==> config.mk <==
export PLATFORM = sky130hd
export DESIGN_NAME = alu_arbiter
export DESIGN_NICKNAME = d
export VERILOG_FILES = /design/src/rtl/alu_pkg.sv /design/src/rtl/alu.sv /design/src/rtl/rr_pick.sv /design/src/rtl/alu_arbiter.sv
export SDC_FILE = /design/constraint.sdc
export NUM_CORES = 1
export LEC_CHECK = 0
export ABC_AREA = 0
export CAP_MARGIN = 20
export CORE_AREA = 2 2 155 157
export DETAILED_ROUTE_END_ITERATION = 10
export DIE_AREA = 0 0 157 159
export GPL_TIMING_DRIVEN = 0
export HOLD_SLACK_MARGIN = 0.1
export PLACE_DENSITY = 0.86
export SYNTH_ARGS = -nofsm -noshare
export SYNTH_HDL_FRONTEND = slang
export SYNTH_SLANG_ARGS = --single-unit
==> constraint.sdc <==
create_clock -name clk_i -period 3.74 [get_ports clk_i]
set_input_delay 1.122 -clock clk_i [delete_from_list [all_inputs] [get_ports clk_i]]
set_output_delay 1.122 -clock clk_i [all_outputs]
set_load 0.005 [all_outputs]
==> src/rtl/alu_pkg.sv <==
// Shared definitions for the ALU and its requester arbiter:
// command encoding, arbiter FSM state encoding and operand width.
package alu_pkg;

   localparam int OPW = 32;

   typedef enum logic [2:0] {
      CMD_ADD  = 3'd0,
      CMD_SUB  = 3'd1,
      CMD_XOR  = 3'd2,
      CMD_SLT  = 3'd3,
      CMD_AND  = 3'd4,
      CMD_NAND = 3'd5,
      CMD_NOR  = 3'd6,
      CMD_OR   = 3'd7
   } alu_cmd_e;

   typedef enum logic [1:0] {
      ST_IDLE = 2'd0,
      ST_EXEC = 2'd1,
      ST_RESP = 2'd2
   } arb_state_e;

endpackage

==> src/rtl/alu.sv <==
// Combinational 32-bit ALU. Overflow is reported for signed ADD only;
// SLT is an unsigned compare producing 0 or 1.
module alu
   import alu_pkg::*;
(
   input  logic [OPW-1:0] a_i,
   input  logic [OPW-1:0] b_i,
   input  logic [2:0]     cmd_i,
   output logic [OPW-1:0] result_o,
   output logic           iszero_o,
   output logic           overflow_o
);

   logic [OPW-1:0] sum;
   logic [OPW-1:0] diff;

   assign sum  = a_i + b_i;
   assign diff = a_i - b_i;

   // Operation select and ADD overflow detection
   always_comb begin
      result_o   = '0;
      overflow_o = 1'b0;
      case (alu_cmd_e'(cmd_i))
         CMD_ADD: begin
            result_o   = sum;
            overflow_o = (a_i[OPW-1] == b_i[OPW-1]) && (sum[OPW-1] != a_i[OPW-1]);
         end
         CMD_SUB:  result_o = diff;
         CMD_XOR:  result_o = a_i ^ b_i;
         CMD_SLT:  result_o = {{(OPW-1){1'b0}}, (a_i < b_i)};
         CMD_AND:  result_o = a_i & b_i;
         CMD_NAND: result_o = ~(a_i & b_i);
         CMD_NOR:  result_o = ~(a_i | b_i);
         CMD_OR:   result_o = a_i | b_i;
         default:  result_o = '0;
      endcase
   end

   assign iszero_o = (result_o == '0);

endmodule

==> src/rtl/rr_pick.sv <==
// Combinational one-hot picker: starting at ptr_i and wrapping modulo
// NREQ, grants the first set bit of req_i. Tying ptr_i to 0 turns it
// into a lowest-index-wins priority encoder.
module rr_pick #(
   parameter int NREQ = 4,
   parameter int IDW  = $clog2(NREQ)
) (
   input  logic [NREQ-1:0] req_i,
   input  logic [IDW-1:0]  ptr_i,
   output logic [NREQ-1:0] gnt_o,
   output logic [IDW-1:0]  idx_o,
   output logic            any_o
);

   logic [IDW:0] cand;

   // Scan requesters in priority order ptr, ptr+1, ... and take the first
   always_comb begin
      gnt_o = '0;
      idx_o = '0;
      any_o = 1'b0;
      cand  = '0;
      for (int k = 0; k < NREQ; k++) begin
         cand = {1'b0, ptr_i} + (IDW+1)'(k);
         if (cand >= (IDW+1)'(NREQ)) begin
            cand = cand - (IDW+1)'(NREQ);
         end
         if (!any_o && req_i[cand[IDW-1:0]]) begin
            any_o                = 1'b1;
            gnt_o[cand[IDW-1:0]] = 1'b1;
            idx_o                = cand[IDW-1:0];
         end
      end
   end

endmodule

==> src/rtl/alu_arbiter.sv <==
// Shares one ALU between NREQ requesters. Sequence per operation:
// IDLE (grant + capture operands) -> EXEC (ALU runs, result captured)
// -> RESP (hold response until the granted requester accepts it).
// Define ALU_ARB_RR_EN for round-robin arbitration; otherwise the
// lowest-index valid requester always wins.
module alu_arbiter
   import alu_pkg::*;
#(
   parameter int  NREQ = 4,
   localparam int IDW  = $clog2(NREQ)
) (
   input  logic                clk_i,
   input  logic                reset_i,
   input  logic [NREQ-1:0]     req_valid_i,
   output logic [NREQ-1:0]     req_ready_o,
   input  logic [NREQ*OPW-1:0] req_opa_i,
   input  logic [NREQ*OPW-1:0] req_opb_i,
   input  logic [NREQ*3-1:0]   req_cmd_i,
   output logic [NREQ-1:0]     rsp_valid_o,
   input  logic [NREQ-1:0]     rsp_ready_i,
   output logic [OPW-1:0]      rsp_result_o,
   output logic                rsp_iszero_o,
   output logic                rsp_overflow_o,
   output logic                busy_o
);

   arb_state_e state_q, state_d;

   logic [OPW-1:0] opa_arr [NREQ];
   logic [OPW-1:0] opb_arr [NREQ];
   logic [2:0]     cmd_arr [NREQ];

   logic [NREQ-1:0] pick_gnt;
   logic [IDW-1:0]  pick_idx;
   logic            pick_any;
   logic [IDW-1:0]  ptr_w;
   logic            accept;

   logic [OPW-1:0] iss_opa_q;
   logic [OPW-1:0] iss_opb_q;
   logic [2:0]     iss_cmd_q;
   logic [IDW-1:0] iss_idx_q;

   logic [OPW-1:0] rsp_res_q;
   logic           rsp_zero_q;
   logic           rsp_ovf_q;
   logic [IDW-1:0] rsp_idx_q;

   logic [OPW-1:0] alu_res;
   logic           alu_zero;
   logic           alu_ovf;

   // Split the packed request buses into per-requester lanes
   for (genvar gi = 0; gi < NREQ; gi++) begin : g_lane
      assign opa_arr[gi] = req_opa_i[gi*OPW +: OPW];
      assign opb_arr[gi] = req_opb_i[gi*OPW +: OPW];
      assign cmd_arr[gi] = req_cmd_i[gi*3 +: 3];
   end

`ifdef ALU_ARB_RR_EN
   logic [IDW-1:0] ptr_q, ptr_d;

   assign ptr_d = (pick_idx == IDW'(NREQ-1)) ? '0 : pick_idx + IDW'(1);
   assign ptr_w = ptr_q;

   // Priority pointer moves just past each granted requester
   always_ff @(posedge clk_i) begin
      if (reset_i) begin
         ptr_q <= '0;
      end else if (accept) begin
         ptr_q <= ptr_d;
      end
   end
`else
   assign ptr_w = '0;
`endif

   rr_pick #(
      .NREQ (NREQ),
      .IDW  (IDW)
   ) u_pick (
      .req_i (req_valid_i),
      .ptr_i (ptr_w),
      .gnt_o (pick_gnt),
      .idx_o (pick_idx),
      .any_o (pick_any)
   );

   alu u_alu (
      .a_i        (iss_opa_q),
      .b_i        (iss_opb_q),
      .cmd_i      (iss_cmd_q),
      .result_o   (alu_res),
      .iszero_o   (alu_zero),
      .overflow_o (alu_ovf)
   );

   // FSM state register
   always_ff @(posedge clk_i) begin
      if (reset_i) begin
         state_q <= ST_IDLE;
      end else begin
         state_q <= state_d;
      end
   end

   // Next state, grant and response-valid decode; grant is held off during reset
   always_comb begin
      state_d     = state_q;
      req_ready_o = '0;
      rsp_valid_o = '0;
      accept      = 1'b0;
      case (state_q)
         ST_IDLE: begin
            if (!reset_i && pick_any) begin
               req_ready_o = pick_gnt;
               accept      = 1'b1;
               state_d     = ST_EXEC;
            end
         end
         ST_EXEC: state_d = ST_RESP;
         ST_RESP: begin
            rsp_valid_o[rsp_idx_q] = 1'b1;
            if (rsp_ready_i[rsp_idx_q]) begin
               state_d = ST_IDLE;
            end
         end
         default: state_d = ST_IDLE;
      endcase
   end

   // Issue registers load on grant; response registers load at the end of EXEC
   always_ff @(posedge clk_i) begin
      if (reset_i) begin
         iss_opa_q  <= '0;
         iss_opb_q  <= '0;
         iss_cmd_q  <= '0;
         iss_idx_q  <= '0;
         rsp_res_q  <= '0;
         rsp_zero_q <= 1'b0;
         rsp_ovf_q  <= 1'b0;
         rsp_idx_q  <= '0;
      end else begin
         if (accept) begin
            iss_opa_q <= opa_arr[pick_idx];
            iss_opb_q <= opb_arr[pick_idx];
            iss_cmd_q <= cmd_arr[pick_idx];
            iss_idx_q <= pick_idx;
         end
         if (state_q == ST_EXEC) begin
            rsp_res_q  <= alu_res;
            rsp_zero_q <= alu_zero;
            rsp_ovf_q  <= alu_ovf;
            rsp_idx_q  <= iss_idx_q;
         end
      end
   end

   assign rsp_result_o   = rsp_res_q;
   assign rsp_iszero_o   = rsp_zero_q;
   assign rsp_overflow_o = rsp_ovf_q;
   assign busy_o         = (state_q != ST_IDLE);

endmodule

## Yosys cells after proc, flatten, opt, wreduce, memory -nomap -nowiden

Index checks and enable logic that the tools add are counted.

- Word-level logic and storage cells: 83
- Register bits: 107
- Memory bits (writable): 0
- Output and inout port bits: 43
- Bits in latches: 0
- Memories kept: 0
- Bits in read-only memories: 0
- Bits of input ports: 278

- Div/mod/pow operators: 0
- $mul: 0
- Equal/unequal tests: 13
- Bitwise operators: 6
- Order comparisons: 4
- Add/subtract/negate cells: 2
- Muxes and demuxes: 34
- Shift operators: 0
- Reduce and logical (&&, ||, !) cells: 15

Operators by type and width:

| operator | number |
|---|---|
| $pmux W32 S8 | 1 |
| $bmux W32 S2 | 2 |
| $mux W32 | 4 |
| $not A32 Y32 | 2 |
| $add A32 B32 Y32 | 1 |
| $and A32 B32 Y32 | 1 |
| $logic_not A32 Y1 | 1 |
| $lt A32 B32 Y1 | 1 |
| $or A32 B32 Y32 | 1 |
| $sub A32 B32 Y32 | 1 |
| $xor A32 B32 Y32 | 1 |
| $mux W4 | 4 |
| $eq A3 B3 Y1 const B | 4 |
| $mux W1 | 11 |
| $mux W2 | 5 |
| $mux W3 | 3 |
| $bmux W3 S2 | 1 |
| $eq A3 B2 Y1 const B | 2 |
| $logic_and A1 B1 Y1 | 6 |
| $pmux W2 S3 | 1 |
| $logic_not A1 Y1 | 4 |
| $ne A2 B2 Y1 const B | 2 |
| $eq A3 B1 Y1 const B | 1 |
| $ge A3 B3 Y1 const B | 1 |
| 13 further kinds | 13 |

## Longest topological paths before layout

Gate-level depths: netlist of run 1.

- Word-level depth: 14
- Depth in mapped cells: 16
- Mapped depth without buffers: 15

## Cells and area by module

From an unflattened synthesis of run 1, not the netlist that was laid out.

- Cell total of the unflattened synthesis: 1420
- Area total of the unflattened synthesis: 11800.1 um^2

By module, submodules not included:

| module | cells each | times used | area each (um^2) | seq. area each (um^2) |
|---|---|---|---|---|
| alu | 960 | 1 | 6278.5 | 0.0 |
| alu_arbiter | 415 | 1 | 5099.9 | 2142.1 |
| rr_pick | 45 | 1 | 421.7 | 0.0 |

## Least setup slack after synthesis of run 1

Ideal clock, no wire load.

- Path kind: register to register
- From: reg iss_opa_q[1]
- To: reg rsp_zero_q (netlist: rsp_iszero_o)
- Data required time: 3.680 ns
- Path buffers: 0
- Period minus slack after synthesis: 3.387 ns
- Path slack: 0.353 ns
- Stages on the path, launching flop included: 15
- Setup time: 0.060 ns
- Data arrival time: 3.327 ns
- Path through: dfxtp_1 -> inv_1 -> ha_1 -> o21ba_1 -> or4_1 -> a211oi_1 -> nor3_2 -> a31oi_4 -> nor4b_1 -> a211oi_2 -> xnor2_1 -> a222oi_1 -> o211ai_1 -> nor4bb_1 -> a32o_1

- Word-level cells in the longest chain between the ends: 4
- Elaborated cells on any way between the ends: 10
- Classes of those cells: add/sub: 2; order compare: 1; mux: 1; bitwise: 5; reduce/logical: 1

Ends and longest elaborated chain:

| what | RTL line | source |
|---|---|---|
| start, declared | alu_arbiter.sv:39 | `logic [OPW-1:0] iss_opa_q;` |
| start signal, assigned | alu_arbiter.sv:145 | `iss_opa_q <= opa_arr[pick_idx];` |
| parallel branches: the longest is 2 deep, another holds $sub A32 B32 Y32 | - |  |
| $pmux W32 S8 * | alu.sv:24 | `case (alu_cmd_e'(cmd_i))` |
| $logic_not A32 Y1 * | alu.sv:40 | `assign iszero_o = (result_o == '0);` |
| end signal, assigned | alu_arbiter.sv:152 | `rsp_zero_q <= alu_zero;` |
| end, declared | alu_arbiter.sv:45 | `logic rsp_zero_q;` |

Every way passes the cells marked *.
A chain may end at the register's enable or synchronous reset.

## Worst setup path in the final report of run 1

- From: reg iss_cmd_q[1]
- To: reg rsp_zero_q (netlist: rsp_iszero_o)

- Word-level cells in the longest chain between the ends: 3
- Elaborated cells on any way between the ends: 10
- Classes of those cells: eq/ne: 7; mux: 1; reduce/logical: 2

Ends and longest elaborated chain:

| what | RTL line | source |
|---|---|---|
| start, declared | alu_arbiter.sv:41 | `logic [2:0] iss_cmd_q;` |
| start signal, assigned | alu_arbiter.sv:147 | `iss_cmd_q <= cmd_arr[pick_idx];` |
| $eq A3 B3 Y1 (tied with other cells) | alu.sv:24 |  |
| $pmux W32 S8 * | alu.sv:24 |  |
| $logic_not A32 Y1 * | alu.sv:40 |  |

Every way passes the cells marked *; elsewhere a longest branch is shown, timed or not.

==> results of run 1 <==
[cell families after synthesis]
group / after synthesis / share of synthesized area [%]
adder cells (fa/ha/maj): 98 / 10.8
XOR/XNOR: 42 / 3.21
AND/OR/NAND/NOR: 553 / 22.0
multiplexers: 32 / 2.95
AO/OA/AOI/OAI: 566 / 33.6
flip-flops: 107 / 18.7
buffers and inverters: 239 / 8.76
[report_power, final]
group | internal [W] | switching (W) | leakage, nW
clock | 0.000493 | 0.000510 | 0.150
sequential | 0.00128 | 0.000156 | 0.890
combinational | 0.00154 | 0.00221 | 5.10
[what timing repair did]
action                                 CTS  global route
setup endpoints to repair               11             3
endpoints found under the hold margin    0             0
buffers inserted                        16             8
hold buffers                             0             0
pin swaps                               28            40
gates resized for setup                 98            60
[worst min-delay path by stage]
stage | start | endpoint | slack (ns)
final | rsp_result_o[5] | rsp_result_o[5] | 0.46
after CTS | rsp_result_o[2] | rsp_result_o[2] | 0.46
after floorplan | iss_idx_q[1] | rsp_idx_q[1] | 0.43
after global placement | rsp_overflow_o | rsp_overflow_o | 0.44
after detailed placement | rsp_result_o[2] | rsp_result_o[2] | 0.45
after global routing | rsp_result_o[2] | rsp_result_o[2] | 0.47
[per-layer routing]
metal / wire length, µm / vias up / global-route usage (%)
met5: 0 / - / 0
met3: 5150 / 155 / 7.51
met1: 20500 / 6834 / 50.4
met2: 24300 / 879 / 66.6
met4: 2430 / 0 / 19.3
li1: - / 6642 / -
[through the flow]
| step | power, W | instances | worst slack (ns) | setup TNS (ns) |
|---|---|---|---|---|
| floorplan | 0.00354 | 1637 | 0.353 | 0 |
| global placement | 0.00471 | 2276 | -0.876 | -4.25 |
| detailed placement | 0.00477 | 2276 | -0.904 | -5.08 |
| CTS | 0.00593 | 2305 | -0.0109 | -0.0109 |
| global route | 0.00649 | 2315 | -0.113 | -0.113 |
| finish | 0.00619 | 2316 | -0.0275 | -0.0484 |
[area by class of cell]
| cell class | instances | share of cell area (%) |
|---|---|---|
| Clock buffer | 10 | 1.48 |
| Timing Repair Buffer | 344 | 20.9 |
| Buffer | 126 | 3.81 |
| Multi-Input combinational cell | 1291 | 54.8 |
| Clock inverter | 6 | 0.372 |
| Antenna cell | 3 | 0.0465 |
| Sequential cell | 107 | 13.5 |
| Inverter | 110 | 2.60 |
| Tap cell | 319 | 2.47 |
[cells in the final DEF (no fill, tap or decap), types with 26 or more instances in the layout]
cell and instances:
clkdlybuf4s50_1 312, nand2_1 215, nor2_1 175, a21oi_1 163
inv_1 97, dfxtp_1 91, ha_1 87, o22ai_1 77
clkbuf_1 69, a311oi_1 69, o21ai_0 54, xnor2_1 39
buf_4 34, mux2i_1 26
[cell usage after synthesis (7+ instances only)]
library cell and instances:
clkbuf_1 78, or2_2 7, a211oi_1 28, nand2b_1 24
o21ai_0 56, nor2b_1 9, inv_2 7, a31oi_1 13
a311oi_1 69, mux2i_1 27, buf_2 24, nand2_1 215
o31ai_1 12, a21o_1 18, nor4_1 14, ha_1 96
o211ai_1 12, nor3_1 24, a22oi_1 13, buf_4 10
nand4_1 11, nand3_1 18, nor2_1 179, inv_1 102
a221oi_1 9, xnor2_1 39, a21oi_1 174, dfxtp_1 107
buf_1 12, o22ai_1 77
[worst reg2reg max path: stages (launching register included)]
cell and delay, ns:
dfxtp_1 0.31, buf_2 0.24, buf_4 0.30, buf_6 0.24, buf_2 0.38, buf_2 0.40
mux2i_1 0.35, xnor2_1 0.10, a22oi_1 0.14, o21ai_0 0.25, nor4_2 0.40, and4_1 0.23
nor4bb_4 0.20, a32o_1 0.17
[sequential cells by signal (all words and copies together) (netlist names), 2 cells and up]
name	cells
iss_opb_q	32
rsp_idx_q	2
rsp_result_o	32
state_q	2
iss_opa_q	32
iss_cmd_q	3
iss_idx_q	2
==> impl_metrics.toml, run 1 <==
[power]
power.density_mw_per_mm2 = 384
ir_drop_uv = 226
p_leak_nw = 6.14

[setup_path]
path_depth = 13
cp_slowest_cell = "buf_2"
crit_path_max_incr_delay_ns = 0.40
crit_top_cell = "buf_2"
crit_buf_inv = 5
cp-end-kind = "flip-flop"
cp-start-kind = "flip-flop"
path_cells = "buf_2 -> buf_4 -> buf_6 -> buf_2 -> buf_2 -> mux2i_1 -> xnor2_1 -> a22oi_1 -> o21ai_0 -> nor4_2 -> and4_1 -> nor4bb_4 -> a32o_1"
critPathCapture = "rsp_iszero_o"
worstReg2RegStart = "iss_cmd_q[1]"
path_delay_family = "buffers and inverters"
crit_required_ns = 4.05
crit_arrival_ns = 4.07
critPathMaxFanout = 10
ff2ff_setup_slack_ns = -0.03
path_class = "flip-flop to flip-flop"
crit_path_start = "iss_cmd_q[1]"
r2r-end = "rsp_iszero_o"
ff2ff_path_depth = 13

[cts]
cts_tree = "built"
h-tree-depth = 3
path_clk_slew_ns = 0.09
insertion_delay_ns = 0.37
clock-sinks = 107
cts_root_buf = "clkbuf_16"
clk_path_buf_depth = 2
numCtsBuffers = 9

[placed_design]
numPortBuffers = 320
dpl.hpwl_mm = 42.1
gp_congestion = 0.984
placed_cell_area_mm2 = 0.0150

[die]
die_x_um = 157
dieArea_mm2 = 0.0250
row_count = 56
die_h_um = 159
coreArea_mm2 = 0.0232
pin_count = 321
start_util_pct = 49.4

[layout]
drive_gt1_share_pct = 11.4
seqCellArea_mm2 = 0.00218
fin_util_pct = 69.6
fillCellCount = 1992
final_area_mm2 = 0.0161
areaGrowthSynthToFinish_pct = 41.0
nets = 2365
multi_input_area_mm2 = 0.00884

[routing]
wl_mm = 52.4
detailedRoute.firstIterationViolations = 1484
vias_per_cell = 6.27
firstDrtPassIters = 6
vias = 14500
ant_nets = 0
drc_errors = 0
wl_per_cell_um = 22.6

[global_route]
grt_pass1_wl_mm = 78.3
grt_overflow_total = 0
grt_pass1_vias = 14100
grt_max_degree = 21
antenna_found_initial = 2
grtUsageTotal_pct = 40.3

[yosys]
synthCells = 1637
synth_area_mm2 = 0.0114
synthFlopType = "dfxtp_1"
synth.distinct_cells = 94
synth.net_count = 2013
yosysSeqAreaShare_pct = 18.7
synth_edf_count = 0
ys_ff_latch = 107
ys_warn_count = 0
netlist.area_leader.share_pct = 18.7
yosys-top-cells-area = "dfxtp_1 19%, ha_1 10%, a21oi_1 7.6%, nand2_1 7.1%, nor2_1 5.9%"
synth_area_per_cell_um2 = 6.99
synth_area_leader_cell = "dfxtp_1"
async_reset_ff_share_pct = 0

[worst_hold_path]
min_path_cells = 2
hp-class = "flip-flop to flip-flop"

[status]
status = "finished, violations left"
failed_checks = "setup timing"

[timing]
finalCritPeriodShare_pct = 101
fmax_mhz = 265
slew_headroom_pct = 35.7
setup_ws_ns = -0.0275
worstMarginPinSlew_ns = 0.962
timing.hold.ws_ns = 0.458
setup-violations-final = 2
finClkSkew_ns = 0.0131
hold_violations = 0
slew_violations = 0
rsz0062_at_grt = "yes"
fin_crit_ns = 3.77

[flow_run]
maxCapViolCount = 0
No activity file was read; power rests on OpenSTA's default activity.
==> run 2, diff against run 1 <==
--- a/config.mk
+++ b/config.mk
@@ -7,9 +7,9 @@
 export LEC_CHECK = 0
 export ABC_AREA = 0
 export CAP_MARGIN = 20
-export CORE_AREA = 2 2 155 157
+export CORE_AREA = 2 2 173 141
 export DETAILED_ROUTE_END_ITERATION = 10
-export DIE_AREA = 0 0 157 159
+export DIE_AREA = 0 0 175 143
 export GPL_TIMING_DRIVEN = 0
 export HOLD_SLACK_MARGIN = 0.1
 export PLACE_DENSITY = 0.86
==> impl_metrics.toml, run 2 (synthesis gave the netlist of run 1 again) <==
[timing]
slew_violations = 0
rsz0062_at_grt = "yes"
setup_ws_ns = -0.193
finClkSkew_ns = 0.0114
slew_headroom_pct = 32.6
fmax_mhz = 254
hold_violations = 0
fin_crit_ns = 3.93
finalCritPeriodShare_pct = 105
setup-violations-final = 3
worstMarginPinSlew_ns = 1.01

[power]
p_int_w = 0.00329
clkPwrFrac_pct = 15.6
power.density_mw_per_mm2 = 387
p_comb_share_pct = 61.2
ir_drop_uv = 293
p_sw_w = 0.00290
sw_frac_of_total_pct = 46.9
p_leak_nw = 6.11
fin_total_pwr_w = 0.00619
p_seq_share_pct = 23.2

[setup_path]
ff2ff_path_depth = 13
cp-start-kind = "flip-flop"
worstReg2RegStart = "iss_cmd_q[2]"
crit_path_start = "iss_cmd_q[2]"
path_class = "flip-flop to flip-flop"
crit_required_ns = 4.00
cp-end-kind = "flip-flop"
critPathMaxFanout = 10
crit_arrival_ns = 4.19

[cts]
numCtsBuffers = 9
cts_root_buf = "clkbuf_16"
path_clk_slew_ns = 0.07
clock-sinks = 107
cts_tree = "built"
insertion_delay_ns = 0.37
h-tree-depth = 3
clk_path_buf_depth = 2
cts_hold_buf = 0

[routing]
drc_errors = 0
detailedRoute.firstIterationViolations = 1734
ant_nets = 0
vias_per_cell = 6.42
wl_per_cell_um = 23.8
firstDrtPassIters = 6
wl_mm = 54.8
vias = 14800

[worst_hold_path]
min_path_cells = 2
min_from = "rsp_result_o[13]"
hp-class = "flip-flop to flip-flop"

[flow_run]
maxCapViolCount = 0

[global_route]
grt_max_degree = 19
antenna_found_initial = 2
grtUsageTotal_pct = 42.1
grt_pass1_wl_mm = 80.9
grt_overflow_total = 0
grt_pass1_vias = 14000

[die]
pin_count = 321
start_util_pct = 49.3
row_count = 50
coreArea_mm2 = 0.0232
dieArea_mm2 = 0.0250
die_x_um = 175
die_h_um = 143

[placed_design]
gp_congestion = 1.01
dpl.hpwl_mm = 44.0
pre_cts_ws_ns = -0.959
numPortBuffers = 320

[layout]
fillCellCount = 1961
final_common_cell = "clkdlybuf4s50_1"
drive_gt1_share_pct = 10.8
final_cell_mix = "312 x clkdlybuf4s50_1, 215 x nand2_1, 176 x nor2_1"
areaGrowthSynthToFinish_pct = 39.8
nets = 2359

[status]
status = "finished, violations left"
failed_checks = "setup timing"
## run 2: power groups by stage
stage | clock network (W) | logic (W) | registers [W]
final | 0.000965 | 0.00379 | 0.00143
after detailed placement | 0 | 0.00337 | 0.00145
after CTS | 0.000962 | 0.00356 | 0.00142
after global routing | 0.00101 | 0.00400 | 0.00145
after global placement | 0 | 0.00332 | 0.00144
after floorplan | 0 | 0.00214 | 0.00139
## run 2: path summary, 6_finish.rpt
kind	end	slack, ns
worst min-delay path	rsp_result_o[13]	0.46
worst min register to register	rsp_result_o[13]	0.46
worst max-delay path	rsp_iszero_o	-0.19
worst max register to register	rsp_iszero_o	-0.19
## run 2: layout make-up
cell class / instances / area [µm²] / area share [%]
Multi-Input combinational cell: 1291 / 8790 / 54.9
Timing Repair Buffer: 338 / 3320 / 20.7
Sequential cell: 107 / 2170 / 13.6
Buffer: 126 / 627 / 3.92
Inverter: 110 / 420 / 2.63
Tap cell: 312 / 390 / 2.44
Clock buffer: 10 / 239 / 1.49
Clock inverter: 6 / 45.0 / 0.281
Antenna cell: 1 / 2.50 / 0.0156
## run 2: stage by stage
step / util [%] / area (µm²) / hold slack (ns) / std cells / TNS, ns
final: 69.0 / 16000 / 0.459 / 2301 / -0.285
after global routing: 69.0 / 16000 / 0.484 / 2301 / -0.419
after CTS: 68.0 / 15800 / 0.461 / 2294 / -0.00634
after detailed placement: 64.8 / 15000 / 0.451 / 2269 / -7.97
after global placement: 64.8 / 15000 / 0.443 / 2269 / -6.41
after floorplan: - / 11400 / 0.432 / 1637 / 0
## run 2: worst max-delay path, stage by stage (launching register included)
cell	delay, ns
dfxtp_1	0.30
buf_2	0.17
buf_6	0.17
buf_2	0.25
buf_2	0.32
buf_2	0.33
buf_1	0.59
clkbuf_2	0.49
a22oi_1	0.11
o21ai_0	0.30
nor3_1	0.14
and4_1	0.25
nor4bb_4	0.15
a32o_1	0.22
## run 2: layer usage
layer / wire length [µm] / vias up / track usage [%]
met4: 2440 / 2 / 18.2
li1: - / 6626 / -
met2: 23200 / 1057 / 63.8
met3: 7200 / 187 / 11.7
met5: 13 / - / 0
met1: 22000 / 6904 / 56.1
## run 2: what timing repair did
action	4_1_cts	5_1_grt
resized for setup	115	40
pin swaps	21	25
endpoints found under the setup margin	13	8
setup buffers	9	9
